File: config.mk
export PLATFORM = sky130hd
export DESIGN_NAME = sr_cmd_driver_flat
export DESIGN_NICKNAME = d
export VERILOG_FILES = /design/src/rtl/sr_cmd_driver_if.sv /design/src/rtl/sr_cmd_driver.sv /design/src/flat_wrapper.sv
export SDC_FILE = /design/constraint.sdc
export NUM_CORES = 1
export LEC_CHECK = 0
export CAP_MARGIN = 10
export CORE_MARGIN = 5
export CORE_UTILIZATION = 25
export CTS_BUF_LIST = sky130_fd_sc_hd__clkbuf_16
export CTS_CLUSTER_DIAMETER = 80
export DETAILED_ROUTE_END_ITERATION = 12
export GPL_ROUTABILITY_DRIVEN = 0
export PLACE_DENSITY = 0.51
export SLEW_MARGIN = 40
export SYNTH_ARGS = -nofsm -noshare
export SYNTH_HDL_FRONTEND = slang
export SYNTH_SLANG_ARGS = --single-unit
File: constraint.sdc
create_clock -name clk -period 1.8 [get_ports clk]
set_input_delay 0.36 -clock clk [delete_from_list [all_inputs] [get_ports clk]]
set_output_delay 0.36 -clock clk [all_outputs]
set_load 0.005 [all_outputs]
File: src/rtl/sr_cmd_driver_if.sv
// +-----------------------------------------------------------------------+
// | sr_cmd_driver_if : command handshake and SR drive bundle              |
// | Rev 1.0                                                               |
// +-----------------------------------------------------------------------+
`default_nettype none

interface sr_cmd_driver_if;
  logic       cmd_valid;
  logic [1:0] cmd_op;
  logic       cmd_ready;
  logic       s;
  logic       r;
  logic       q_shadow;
  logic       busy;
  logic [7:0] cmd_count;

  modport master (
    output cmd_valid, cmd_op,
    input  cmd_ready, s, r, q_shadow, busy, cmd_count
  );

  modport slave (
    input  cmd_valid, cmd_op,
    output cmd_ready, s, r, q_shadow, busy, cmd_count
  );
endinterface

`default_nettype wire

File: src/rtl/sr_cmd_driver.sv
// +-----------------------------------------------------------------------+
// | sr_cmd_driver : turns SET/RESET/TOGGLE/NOP commands into timed,       |
// | mutually exclusive s/r pulses followed by an all-low gap. Rev 1.0     |
// +-----------------------------------------------------------------------+
`default_nettype none

module sr_cmd_driver #(
  parameter int HOLD_CYC = 2,
  parameter int GAP_CYC  = 1
) (
  input  logic             clk,
  input  logic             rst_n,
  sr_cmd_driver_if.slave   bus
);

  typedef enum logic [1:0] {
    IDLE  = 2'd0,
    DRIVE = 2'd1,
    GAP   = 2'd2
  } state_t;

  localparam logic [1:0] c_op_nop    = 2'b00;
  localparam logic [1:0] c_op_set    = 2'b01;
  localparam logic [1:0] c_op_toggle = 2'b11;
  localparam logic [7:0] c_hold_load = 8'(HOLD_CYC - 1);
  localparam logic [7:0] c_gap_load  = 8'(GAP_CYC - 1);

  state_t     r_state;
  logic [7:0] r_cnt;
  logic       r_s;
  logic       r_r;
  logic       r_q;
  logic       r_busy;
  logic [7:0] r_count;

  logic w_accept;
  logic w_drive_set;

  // NOPs never leave IDLE, so only real commands count as acceptances here.
  assign w_accept    = bus.cmd_valid && (r_state == IDLE) && (bus.cmd_op != c_op_nop);
  assign w_drive_set = (bus.cmd_op == c_op_set) ||
                       ((bus.cmd_op == c_op_toggle) && !r_q);

  always_ff @(posedge clk or negedge rst_n) begin
    if (!rst_n) begin
      r_state <= IDLE;
      r_cnt   <= 8'd0;
      r_s     <= 1'b0;
      r_r     <= 1'b0;
      r_q     <= 1'b0;
      r_busy  <= 1'b0;
      r_count <= 8'd0;
    end else begin
      case (r_state)
        IDLE: begin
          if (w_accept) begin
            r_state <= DRIVE;
            r_s     <= w_drive_set;
            r_r     <= !w_drive_set;
            r_cnt   <= c_hold_load;
            r_busy  <= 1'b1;
            r_count <= r_count + 8'd1;
          end
        end
        DRIVE: begin
          if (r_cnt == 8'd0) begin
            r_s     <= 1'b0;
            r_r     <= 1'b0;
            r_q     <= r_s;
            r_cnt   <= c_gap_load;
            r_state <= GAP;
          end else begin
            r_cnt <= r_cnt - 8'd1;
          end
        end
        GAP: begin
          if (r_cnt == 8'd0) begin
            r_state <= IDLE;
            r_busy  <= 1'b0;
          end else begin
            r_cnt <= r_cnt - 8'd1;
          end
        end
        default: begin
          r_state <= IDLE;
          r_s     <= 1'b0;
          r_r     <= 1'b0;
          r_busy  <= 1'b0;
        end
      endcase
    end
  end

  assign bus.cmd_ready = (r_state == IDLE);
  assign bus.s         = r_s;
  assign bus.r         = r_r;
  assign bus.q_shadow  = r_q;
  assign bus.busy      = r_busy;
  assign bus.cmd_count = r_count;

endmodule

`default_nettype wire

File: src/flat_wrapper.sv
// flat-port wrapper written by rule: the top's interface ports become plain ports
module sr_cmd_driver_flat 
#(
  parameter int HOLD_CYC = 2,
  parameter int GAP_CYC  = 1
)
  (clk, rst_n, bus_cmd_valid, bus_cmd_op, bus_cmd_ready, bus_s, bus_r, bus_q_shadow, bus_busy, bus_cmd_count);
  sr_cmd_driver_if bus_i ();
  input  logic clk;
  input  logic rst_n;
  input wire logic [$bits(bus_i.cmd_valid)-1:0] bus_cmd_valid;
  input wire logic [$bits(bus_i.cmd_op)-1:0] bus_cmd_op;
  output wire logic [$bits(bus_i.cmd_ready)-1:0] bus_cmd_ready;
  output wire logic [$bits(bus_i.s)-1:0] bus_s;
  output wire logic [$bits(bus_i.r)-1:0] bus_r;
  output wire logic [$bits(bus_i.q_shadow)-1:0] bus_q_shadow;
  output wire logic [$bits(bus_i.busy)-1:0] bus_busy;
  output wire logic [$bits(bus_i.cmd_count)-1:0] bus_cmd_count;
  assign bus_i.cmd_valid = bus_cmd_valid;
  assign bus_i.cmd_op = bus_cmd_op;
  assign bus_cmd_ready = bus_i.cmd_ready;
  assign bus_s = bus_i.s;
  assign bus_r = bus_i.r;
  assign bus_q_shadow = bus_i.q_shadow;
  assign bus_busy = bus_i.busy;
  assign bus_cmd_count = bus_i.cmd_count;
  sr_cmd_driver #(.HOLD_CYC(HOLD_CYC), .GAP_CYC(GAP_CYC)) u_core (.clk(clk), .rst_n(rst_n), .bus(bus_i));
endmodule
Yosys cells after proc, flatten, opt, wreduce, memory -nomap -nowiden. Cells that the tools add are included.

Bits in registers: 22. Output and inout port bits: 13.

Add/sub/neg operators: 2. Equality and inequality tests: 8. Multiplexer cells: 15. Bitwise gates (word level): 2. Reductions and logical operators: 16.

Operators with widths (number): $mux 8 (3); $pmux 8 s3 (1); $reduce_and 3->1 (4); $pmux 1 s3 (3); $add 8x1->8 const B (1); $logic_not 8->1 (1); $sub 8x1->8 const B (1); $mux 2 (3); $ne 2x1->1 const B (3); $pmux 2 s3 (1); $eq 2x1->1 const B (2); $eq 2x2->1 const B (2); $mux 1 (4); $reduce_and 2->1 (2); $logic_and 1x1->1 (3); $reduce_bool 3->1 (1); $logic_not 1->1 (2); $logic_not 2->1 (1); $ne 2x2->1 const B (1); $not 1->1 (2); $reduce_bool 2->1 (1); $logic_or 1x1->1 (1).

Longest topological paths before layout.
Depth in word-level cells: 6. Depth in mapped cells: 7. Depth with buffers taken out: 6.

Worst setup path before layout. No wires, ideal clock.

Path kind: reg2reg. Start point: register u_core.r_cnt[0]. End point: register u_core.r_cnt[3]. Library setup time: 126 ps. Arrival time: 1618 ps. Required time: 1674 ps. Path slack: 56 ps. Cell stages (with the launch flop): 7. Buffers on the path: 0. Path through: dfrtp_1 inv_1 ha_1 nor3b_1 a32o_2 nor2_4 a221o_1.

Cells in the longest elaborated chain, start to end: 3. Elaborated cells on any way between the ends: 7. Classes of those cells: add/sub: 1; eq/ne: 1; mux: 3; reduce/logical: 2.

Ends and longest elaborated chain: start, declared (RTL line sr_cmd_driver.sv:29) `logic [7:0] r_cnt;`; start signal, assigned (RTL line sr_cmd_driver.sv:60) `r_cnt <= c_hold_load;`; start signal, assigned (RTL line sr_cmd_driver.sv:70) `r_cnt <= c_gap_load;`; start signal, assigned (RTL line sr_cmd_driver.sv:73) `r_cnt <= r_cnt - 8'd1;`; $sub 8x1->8 / $logic_not 8->1 (equally long branches); $mux 8, or another cell as far along (RTL line sr_cmd_driver.sv:77) `if (r_cnt == 8'd0) begin`; $pmux 8 s3 / $reduce_and 3->1 (equally long branches).

Several ways; a longest one is shown, not always the timed one. The select of a mux whose other input is x is not followed. A chain may end at the register's enable or synchronous reset.

Worst setup path after layout.
Start point: register u_core.r_state[0]. End point: output port bus_cmd_ready.

Cells in the longest elaborated chain, start to end: 1.

Ends and longest elaborated chain: start, declared (RTL line sr_cmd_driver.sv:28) `state_t r_state;`; start signal, assigned (RTL line sr_cmd_driver.sv:46) `r_state <= IDLE;`; start signal, assigned (RTL line sr_cmd_driver.sv:57) `r_state <= DRIVE;`; start signal, assigned (RTL line sr_cmd_driver.sv:71) `r_state <= GAP;`; $logic_not 2->1 (RTL line sr_cmd_driver.sv:94) `assign bus.cmd_ready = (r_state == IDLE);`; end, declared (RTL line flat_wrapper.sv:13) `output wire logic [$bits(bus_i.cmd_ready)-1:0] bus_cmd_ready;`.

No other way between the ends.

==> run metrics <==
Layout Skew 0.00603 ns; CTS tree done; FP Rows 25; clock share of power 16.7%; Final nets 171; Buf+Inv Stages, Crit Path 2; CP Data Required Time 1.44 ns; DR iter-0 viols 41; Post-synth EDFFs 0; CP top delay family buffers and inverters; pwr dens 2120 nW/um^2; Area Overhead vs Synth 41.8%; full die area 6500 sq um; wire per inst 12.6 um; Synth warnings 0; main flop type after synthesis dfrtp_1; Clk Latency, worst-skew pair 0.26 ns; Yosys top cell area share 44.1%; period utilization 97.2%; fmax 0.572 GHz; final setup fails 0; Synth Area per Inst 10.4 sq um; Remaining DRCs 0; total wire length 2840 um; global-route wire length before repair 4970 um; Pleak 0.800 nW; fin crit period 1.75 ns; Pre-antenna DRT Iters 4; multi-input logic area 676 sq um; antenna-violating nets left 0; Synth area leaders dfrtp_1, ha_1, xnor2_1, o21ai_0, a22o_2; clk sinks 22; Sequential Area 551 sq um; sequential group share of total power 24.3%; slowest stage cell on the critical path clkdlybuf4s50_1; root buf cell clkbuf_16; critical path class register to output pin; DP HPWL 2140 um; io pins 18; Tightest Hold Check Type primary input to asynchronous set/reset pin; switching power 0.00140 W; Final Max Tran Viols 0; CP arrival 1.39 ns; Switching Share 37.2%; Post-synth top cells dfrtp_1, nand2_1, o21ai_0; initial antenna violation count 0; outcome complete, no violations; GRT overflow 0; Critical Path End Type output pin; Post-Synthesis Cell Area 1250 sq um; peak supply drop 0.915 mV; H-tree Lvls 1; most common cell in the netlist dfrtp_1; initial core utilization 26.1%; Worst path depth 3; Power Total 0.00376 W; sequential element share of the synthesized area 44.1%; Antenna Cells 0; worst rel slew slack 78.7%; max incr delay on CP 0.49 ns; Fillers 479; CTS Buffer Depth 2; Syn Nets 131; gr usage total 9.81%; CP Launch Type register; Buffers on Ports 17; FF+latch count, synth 22; setup_tns 0 ns; share of cells above drive strength 1 28.9%; max-cap viol count 0; largest net degree at the start of global routing 23; via/cell ratio 4.58; internal power 0.00236 W; vias in the first global route 1055; core area 4790 sq um; RSZ-0062 raised after global routing false; critical-path maximum fanout 3; Die W 80.6 um; die height 80.6 um; Mapped Cells 120; final hold violation count 0; clock-pin slew on the worst setup and hold paths 0.06 ns; leading area contributor after synthesis dfrtp_1; CTS buffer count 3; count of cell types in the netlist 45; via count 1036; CP Cell Sequence inv_2, ha_4, clkdlybuf4s50_1; Comb pwr share 59.0%; async set-reset flop share out of synthesis 100%; worst-margin pin slew 0.316 ns; Reg2Reg Depth 6
## repair_timing
item | CTS | global route
setup buffers | 1 | 2
pin swaps | 0 | 2
hold buffers | 0 | 0
setup endpoints to repair | 2 | 7
resized for setup | 3 | 3
## cell usage in the layout, fill, tap and decap left out, types with 2 or more instances in the layout
| cell type | count |
|---|---|
| inv_1 | 4 |
| and2_2 | 2 |
| nor2_1 | 7 |
| a211o_1 | 2 |
| nand3_1 | 3 |
| and3_1 | 3 |
| nor2b_1 | 3 |
| a21oi_1 | 3 |
| ha_1 | 5 |
| clkdlybuf4s50_1 | 17 |
| nand4_1 | 2 |
| a22o_2 | 4 |
| buf_4 | 22 |
| clkbuf_16 | 3 |
| o21ai_0 | 10 |
| xnor2_1 | 6 |
| nand2_1 | 10 |
| dfrtp_1 | 22 |
## metal layers
metal / up-vias / share of wire [%] / track usage [%]
met5: - / 0 / 0
met4: 0 / 0.53 / 2.70
met3: 2 / 3.7 / 2.69
met2: 15 / 50 / 16.3
met1: 500 / 45 / 12.4
li1: 519 / - / -
## path summary, 6_finish.rpt
kind | slack (ns) | startpoint | to
min in group clk | 0.47 | u_core.bus.cmd_count[7] | u_core.bus.cmd_count[7]
worst max register to register | 0.10 | u_core.r_state[0] | u_core.r_cnt[3]
max in group asynchronous | 1.11 | rst_n | u_core.bus.cmd_count[7]
worst max-delay path | 0.05 | u_core.r_state[0] | bus_cmd_ready
worst min-delay path | 0.45 | rst_n | u_core.r_cnt[0]
worst min register to register | 0.47 | u_core.bus.cmd_count[7] | u_core.bus.cmd_count[7]
## worst reg2reg max path: cells and delay by family, from the launching register on
kind	cells	cell delay [ns]
buf+inv	1	0.14
compound gates	3	0.73
fa+ha+maj	1	0.24
simple gates	1	0.08
flops	1	0.40
## power by group through the flow
stage                     clock network (W)  logic (W)  registers, W
after floorplan                           0    0.00126      0.000879
after global placement                    0    0.00206      0.000902
after detailed placement                  0    0.00209      0.000912
after CTS                          0.000641    0.00215      0.000909
after global routing               0.000671    0.00245      0.000947
final                              0.000629    0.00221      0.000912
## area by class of cell
type                       count  share of cell area, %
tap                           67                   4.74
inverter                       5                   1.06
clock inverter                 1                   1.70
timing repair buffer          39                   19.0
clock buffer                   3                   4.24
multi-input combinational     89                   38.2
sequential                    22                   31.1
## cell families (layout without fill, tap and decap cells)
group,Yosys count,count (layout),share of synthesized area (%)
flip-flops,22,22,44.1
multiplexers,1,1,0.903
XOR/XNOR,7,7,4.91
adder cells (fa/ha/maj),6,6,6.02
AND/OR/NAND/NOR,40,40,18.4
AO/OA/AOI/OAI,35,35,21.9
buffers and inverters,9,48,3.81
## stage by stage
step | utilization (%) | cell area, sq um | hold slack (ns) | worst slack, ns | instances
4_1_cts | 36.4 | 1740 | 0.471 | 0.0252 | 224
3_3_place_gp | 33.8 | 1620 | 0.475 | 0.0250 | 219
6_report | 37.0 | 1770 | 0.453 | 0.0507 | 226
2_1_floorplan | - | 1250 | 0.0644 | 0.0564 | 120
3_5_place_dp | 33.8 | 1620 | 0.472 | 0.00182 | 219
5_1_grt | 37.0 | 1770 | 0.485 | 0.00644 | 226
## registers in the layout, summed over array words and instances (netlist names)
name / count
u_core.bus.cmd_count: 8
u_core.r_cnt: 8
u_core.bus.s: 1
u_core.bus.r: 1
u_core.r_state: 2
u_core.bus.busy: 1
u_core.bus.q_shadow: 1
(Power assumes the default switching activity.)
